$ cat config.mk
export PLATFORM = sky130hd
export DESIGN_NAME = if_stage
export DESIGN_NICKNAME = d
export VERILOG_FILES = /design/src/rtl/if_stage.sv
export SDC_FILE = /design/constraint.sdc
export NUM_CORES = 1
export LEC_CHECK = 0
export CAP_MARGIN = 10
export CORE_MARGIN = 4
export CORE_UTILIZATION = 55
export CTS_CLUSTER_SIZE = 40
export DETAILED_ROUTE_END_ITERATION = 8
export PLACE_DENSITY = 0.74
export SETUP_SLACK_MARGIN = 0.5
export SKIP_LAST_GASP = 1
export SLEW_MARGIN = 20
export SYNTH_ARGS = -nofsm -noshare
export SYNTH_HDL_FRONTEND = slang
export SYNTH_SLANG_ARGS = --single-unit
export TNS_END_PERCENT = 1
$ cat constraint.sdc
create_clock -name clk -period 8.2 [get_ports clk]
set_input_delay 2.05 -clock clk [delete_from_list [all_inputs] [get_ports clk]]
set_output_delay 2.05 -clock clk [all_outputs]
set_load 0.1 [all_outputs]
$ cat src/rtl/if_stage.sv
// -----------------------------------------------------------------------------
// if_stage -- instruction-fetch stage with a small writable instruction memory.
//
// Owns the fetch pointer (fpc) and presents a registered fetch slot
// {pc, instr, nextInstr, nextPC, valid} to the IF/ID register downstream.
// Priority per cycle: rst > redirect > stall > normal fetch.
//
// Ports
//   clk, rst                  rising-edge clock, synchronous active-high reset
//   stall                     hold fpc and all outputs
//   redirect, redirect_pc     load new fetch pointer, flush the slot (1 bubble)
//   imem_we/waddr/wdata       synchronous memory write (always honoured)
//   pc, instr, nextInstr,     registered fetch slot; nextInstr/nextPC wrap
//   nextPC, valid             modulo 2**PC_W; valid=0 marks a bubble
// -----------------------------------------------------------------------------
module if_stage #(
  parameter int                 PC_W    = 4,
  parameter int                 INSTR_W = 32,
  parameter logic [INSTR_W-1:0] NOP     = '0
) (
  input  logic               clk,
  input  logic               rst,
  input  logic               stall,
  input  logic               redirect,
  input  logic [PC_W-1:0]    redirect_pc,
  input  logic               imem_we,
  input  logic [PC_W-1:0]    imem_waddr,
  input  logic [INSTR_W-1:0] imem_wdata,
  output logic [PC_W-1:0]    pc,
  output logic [INSTR_W-1:0] instr,
  output logic [INSTR_W-1:0] nextInstr,
  output logic [PC_W-1:0]    nextPC,
  output logic               valid
);

  localparam int DEPTH = 2 ** PC_W;

  // Bit 0 of the state is the valid flag itself, so valid comes straight off
  // a flop. HOLD is split in two so a stall preserves whichever valid it froze.
  typedef enum logic [2:0] {
    S_RESET      = 3'b000,
    S_FLUSH      = 3'b010,
    S_FETCH      = 3'b001,
    S_HOLD_IDLE  = 3'b100,
    S_HOLD_VALID = 3'b101
  } mode_t;

  mode_t               state;
  logic [PC_W-1:0]     fpc;
  logic [PC_W-1:0]     fpc_inc;
  logic [INSTR_W-1:0]  mem [DEPTH];

  assign fpc_inc = fpc + 1'b1;   // wraps naturally at 2**PC_W
  assign valid   = state[0];

  // Write port: independent of rst/stall/redirect. Reads below are async, so a
  // same-edge read of the written address still sees the old word.
  always_ff @(posedge clk) begin
    if (imem_we) mem[imem_waddr] <= imem_wdata;
  end

  always_ff @(posedge clk) begin
    if (rst) begin
      state     <= S_RESET;
      fpc       <= '0;
      pc        <= '0;
      instr     <= NOP;
      nextInstr <= NOP;
      nextPC    <= '0;
    end else if (redirect) begin
      // pc/nextPC keep their last values; only the payload is squashed.
      state     <= S_FLUSH;
      fpc       <= redirect_pc;
      instr     <= NOP;
      nextInstr <= NOP;
    end else if (stall) begin
      state     <= state[0] ? S_HOLD_VALID : S_HOLD_IDLE;
    end else begin
      state     <= S_FETCH;
      pc        <= fpc;
      instr     <= mem[fpc];
      nextInstr <= mem[fpc_inc];
      nextPC    <= fpc_inc;
      fpc       <= fpc_inc;
    end
  end

endmodule

==> results of run 1 <==
logic make-up after synthesis:
logic type | after synthesis | synth area share
DFF | 589 | 0.651
muxes | 321 | 0.247
and+or+nand+nor | 215 | 0.0331
AOI/OAI and AO/OA | 175 | 0.0430
buffers and inverters | 106 | 0.0231
xor gates and xnor gates | 5 | 0.00198
adders and majority gates | 1 | 0.000482
Yosys cell counts:
cell type	number
edfxtp_1	512
mux4_2	256
nand2_1	140
a21oi_1	77
dfxtp_1	77
mux2i_1	65
nor2_1	57
buf_2	38
clkbuf_1	34
a211o_1	32
a21oi_2	30
o21ai_0	25
buf_6	20
buf_1	11
o21ai_1	8
nor3_1	4
a211oi_1	3
or3_1	3
nand2b_1	2
nand3b_1	2
xnor2_1	2
xor2_1	2
buf_4	1
clkbuf_2	1
ha_1	1
inv_1	1
nand3_1	1
nand3_2	1
nor2b_1	1
nor3b_1	1
or2_1	1
or3b_2	1
or4b_1	1
xnor2_2	1
area by class of cell:
| class | count | area (um^2) |
|---|---|---|
| Inverter | 1 | 3.75 |
| Clock inverter | 33 | 390 |
| Timing Repair Buffer | 152 | 1470 |
| Tap cell | 607 | 759 |
| Clock buffer | 80 | 1720 |
| Sequential cell | 589 | 16900 |
| Multi-Input combinational cell | 717 | 8610 |
| Fill cell | 3164 | 16800 |
flip-flops by register name, indices dropped and copies added, names as in the netlist:
register	cells
pc	4
fpc	4
nextPC	4
nextInstr	32
instr	32
state	1
mem	512
worst paths after layout:
kind | startpoint | end
setup / recovery | instr[6] | instr[6]
hold / removal | pc[1] | pc[1]
setup reg to reg | fpc[1] | nextInstr[0]
hold reg to reg | pc[1] | pc[1]
power groups by stage:
stage	sequential [mW]	clock [mW]	combinational, mW
finish	3.38	2.85	0.775
global placement	3.43	0	0.768
CTS	3.38	2.89	0.779
floorplan	3.55	0	0.449
detailed placement	3.44	0	0.775
global route	3.38	3.02	0.826
layer usage:
metal	global-route usage	vias to the layer above
li1	-	6013
met1	0.370	7669
met2	0.402	770
met3	0.0477	108
met4	0.0672	2
met5	0	-
per-stage QoR:
stage / power [mW] / cells / util / cell area, um^2 / hold slack (ns)
floorplan: 4.00 / 1412 / - / 26000 / 0.522
global placement: 4.20 / 2065 / 0.595 / 27700 / 0.447
detailed placement: 4.21 / 2065 / 0.595 / 27700 / 0.460
CTS: 7.04 / 2178 / 0.640 / 29900 / 0.469
global route: 7.23 / 2179 / 0.640 / 29900 / 0.492
finish: 7.01 / 2179 / 0.640 / 29900 / 0.469
==> qor.csv, run 1 <==
metric;value;unit
fin nets;1567;
residual DRC count;0;
crit path max fanout;2;
Pre-antenna DRT Iters;6;
ANT nets after route;0;
clock tree buffer depth;3;
Post-CTS Repair Setup Buffers;0;
Startpoint Class;flip-flop;
Seq pwr share;0.482;
Highest Clock Rate;232;MHz
Initial Util;0.557;
Sink Count;589;
switching power;1.64;mW
Slew @ Worst Pin;1.10;ns
grt total ovfl;0;
Sw Share;0.234;
cell count after synthesis;1412;
Synth Cell Area;26000;um^2
post-synthesis area per instance;18.4;um^2
delay-heaviest family, CP;buffers and inverters;
cell taking the most area after synthesis;edfxtp_1;
WL met2;30500;um
Synth Register Bits;589;
number of global-route vias before repair;14993;
cells along the critical path;clkdlybuf4s50_1;
first-pass GRT wire length;94700;um
core area;46700;um^2
outcome;complete, no violations;
Synth cell types;34;
arrival time worst endpoint;2.25;ns
TNS Setup;0;ns
# setup viols final;0;
slowest cell on the critical path;clkdlybuf4s50_1;
Max Slew Vio Count;0;
pwr/cell area;234;nW/um^2
met3 wire length;5890;um
Reg2Reg Depth;7;
n_diodes;0;
synthesis-to-finish area growth;15.0;%
worst path required time;6.15;ns
WP depth;1;
total track usage;0.253;
Top Ports;118;
Buf/Inv on CP;1;
sequential fraction of the synthesis area;0.651;
share of cells above drive strength 1;0.283;
Net Count, Synth;1458;
met1 WL;25100;um
Worst VDD drop;0.163;mV
Setup Slack @ Placement;3.37;ns
Min-Delay Path Depth;2;
Hold Fails Final Rpt;0;
worst hold path class;flip-flop to flip-flop;
port bufs;117;
post-route minimum period;4.30;ns
PostCTS Resize Cnt;0;
Clock transition at path regs;0.06;ns
clock power share;0.407;
Final WS setup;3.90;ns
Worst Skew;0.0208;ns
crit-path max cell delay;1.19;ns
TritonCTS buffer count;60;
RSZ-0062 raised after global routing;false;
CTS tree;done;
Iteration-0 DRC Markers;1657;
root buf cell;clkbuf_16;
Routability Congestion;0.760;
die height;225;um
clk_lat worst skew;0.62;ns
Setup Crit Path Kind;flip-flop to primary output;
leading cell type in the layout, fill and taps excluded;edfxtp_1;
# hold bufs at CTS;0;
largest net degree at the start of global routing;156;
Max-Slew Margin vs Limit;0.266;
final wirelength;63000;um
chip width;225;um
Via density;6.68;
Tcrit/Tclk final;0.525;
crit end category;primary output;
H-Tree Depth;2;
combinational cell fraction of total power;0.111;
hpwl dp;35200;um
Rows;79;
yosys warns;0;
routed vias;14562;
share of the synthesized area in the top cell type;0.592;
Synth area leaders;edfxtp_1 59%, mux4_2 22%, dfxtp_1 5.9%;
static leakage;9.49;nW
R2R Setup Slk;4.76;ns
initial antenna violation count;1;
number of max-cap violations;0;
Highest Signal Layer;met5;
drt wl/cell;28.9;um
total die area;50800;um^2
commonest non-fill, non-tap cells in the layout;512 x edfxtp_1, 256 x mux4_2, 140 x nand2_1;
Internal Pwr Total;5.37;mW
Note: power is estimated with default switching activity, not from simulation.
==> run 2, diff against run 1 <==
- PLACE_DENSITY: 0.74 -> 0.76
- clock period: 8.2 -> 3.5 ns (I/O delays scaled with it)
==> qor.csv, run 2 (synthesized netlist as in run 1, its figures left out) <==
metric;value;unit;change
hpwl dp;33600;um;-4.6%
largest net degree at the start of global routing;110;;-29%
Max Slew Vio Count;0;;unchanged
crit path max fanout;20;;+18
die height;225;um;unchanged
# hold bufs at CTS;0;;unchanged
TritonCTS buffer count;58;;-3.3%
Top Ports;118;;unchanged
chip width;225;um;unchanged
Max-Slew Margin vs Limit;0.410;;+0.144
FF-to-FF Start;fpc[0];;
number of max-cap violations;0;;unchanged
Iteration-0 DRC Markers;1743;;+5.2%
number of global-route vias before repair;14822;;-1.1%
Hold Fails Final Rpt;0;;unchanged
pwr/cell area;539;nW/um^2;+130%
clock tree buffer depth;3;;unchanged
post-route minimum period;2.45;ns;
Pre-antenna DRT Iters;5;;-1
r2r endpoint;nextInstr[1];;
n_diodes;0;;unchanged
crit-path max cell delay;0.57;ns;-0.62 ns
fin nets;1575;;+0.51%
arrival time worst endpoint;3.00;ns;+0.75 ns
initial antenna violation count;1;;unchanged
leading cell type in the layout, fill and taps excluded;edfxtp_1;;
port bufs;117;;unchanged
Min-Delay Path Depth;2;;unchanged
Worst Skew;0.0120;ns;-0.00876 ns
crit end category;flip-flop;;
Setup Crit Path Kind;input pin to flip-flop;;
hold slack final;0.469;ns;+0.0000280 ns
CTS tree;done;;
Min-Delay Endpoint;state[0];;
number of flip-flops in the largest register;512;;unchanged
Reg2Reg Depth;6;;-1
delay-heaviest family, CP;simple AND/OR/NAND/NOR gates;;
Slew @ Worst Pin;0.884;ns;-0.214 ns
synthesis-to-finish area growth;15.1;%;about the same
slowest cell on the critical path;clkdlybuf4s50_1;;
outcome;complete, no violations;;
routed vias;14522;;-0.27%
first-pass GRT wire length;92600;um;-2.2%
fin util;0.641;;about the same
total track usage;0.247;;-0.00657
Highest Clock Rate;408;MHz;
R2R Setup Slk;1.07;ns;-3.69 ns
# fillers;3104;;-1.9%
Rows;79;;unchanged
Clock transition at path regs;0.06;ns;about the same
Worst VDD drop;0.325;mV;+100%
worst hold path class;flip-flop to flip-flop;;
drt wl/cell;28.4;um;-1.8%
total die area;50800;um^2;unchanged
register cell area after layout;16900;um^2;unchanged
multi-input logic area;8630;um^2;+0.15%
Routability Congestion;0.762;;+0.24%
hold_sp;state[0];;
worst path required time;4.05;ns;-2.10 ns
Tcrit/Tclk final;0.700;;
share of cells above drive strength 1;0.330;;+0.0473
biggest regs;mem x512, instr x32, nextInstr x32;;
H-Tree Depth;2;;unchanged
static leakage;9.65;nW;+1.7%
root buf cell;clkbuf_16;;
grt total ovfl;0;;unchanged
final wirelength;62000;um;-1.6%
clk_lat worst skew;0.61;ns;about the same
total power;16.1;mW;+130%
Startpoint Class;input pin;;
core area;46700;um^2;unchanged
# setup viols final;0;;unchanged
Via density;6.65;;-0.50%
Sink Count;589;;unchanged
RSZ-0062 raised after global routing;false;;
residual DRC count;0;;unchanged
Initial Util;0.557;;unchanged
cells along the critical path;clkdlybuf4s50_1 -> or2_1 -> or3_2 -> buf_4 -> a21oi_1 -> a211o_1;;
Post-CTS Repair Setup Buffers;0;;unchanged
commonest non-fill, non-tap cells in the layout;512 x edfxtp_1, 256 x mux4_2, 140 x nand2_1;;
ANT nets after route;0;;unchanged
PostCTS Resize Cnt;0;;unchanged
largest register by flop count;mem;;
Buf/Inv on CP;2;;+1
run 2: metrics by stage:
step / TNS [ns] / area [um^2] / setup slack, ns / instances
floorplan: -13.75 / 26000 / -0.253 / 1412
global placement: 0 / 27900 / 0.515 / 2076
detailed placement: 0 / 27900 / 0.474 / 2076
CTS: 0 / 29900 / 1.07 / 2184
global route: 0 / 29900 / 0.902 / 2184
finish: 0 / 29900 / 1.05 / 2184
run 2: layout make-up:
class                           instances  share of cell area
Clock inverter                         36              0.0134
Multi-Input combinational cell        717               0.289
Inverter                                1            0.000126
Sequential cell                       589               0.566
Tap cell                              607              0.0254
Clock buffer                           72              0.0520
Timing Repair Buffer                  162              0.0540
run 2: report_power, final:
group          leakage [nW]  total (mW)  switching [mW]  internal [mW]
combinational          3.45        1.82            1.08          0.746
clock                 0.950        6.36            2.62           3.74
sequential             5.26        7.92           0.116           7.80
run 2: worst max path at each step:
stage | to | startpoint | depth (start not counted) | slack, ns
after floorplan | mem[4][0] | imem_waddr[3] | 2 | -0.25
after global placement | nextInstr[31] | stall | 6 | 0.52
after detailed placement | nextInstr[10] | stall | 6 | 0.47
after CTS | nextInstr[1] | fpc[0] | 6 | 1.07
after global routing | instr[31] | fpc[1] | 6 | 0.90
final | nextInstr[31] | stall | 6 | 1.05
run 2: per-layer routing:
metal / GRT usage / share of wire / vias to the layer above
met2: 0.385 / 0.48 / 770
li1: - / - / 6036
met3: 0.0492 / 0.10 / 101
met4: 0.0690 / 0.024 / 2
met5: 0 / 0.00026 / -
met1: 0.364 / 0.40 / 7613
run 2: worst register-to-register path, stage by stage, from the launching register on:
cell     delay [ns]
dfxtp_4        0.59
ha_4           0.53
buf_12         0.33
mux4_2         0.40
nand2_1        0.10
a21oi_1        0.09
a211o_1        0.29
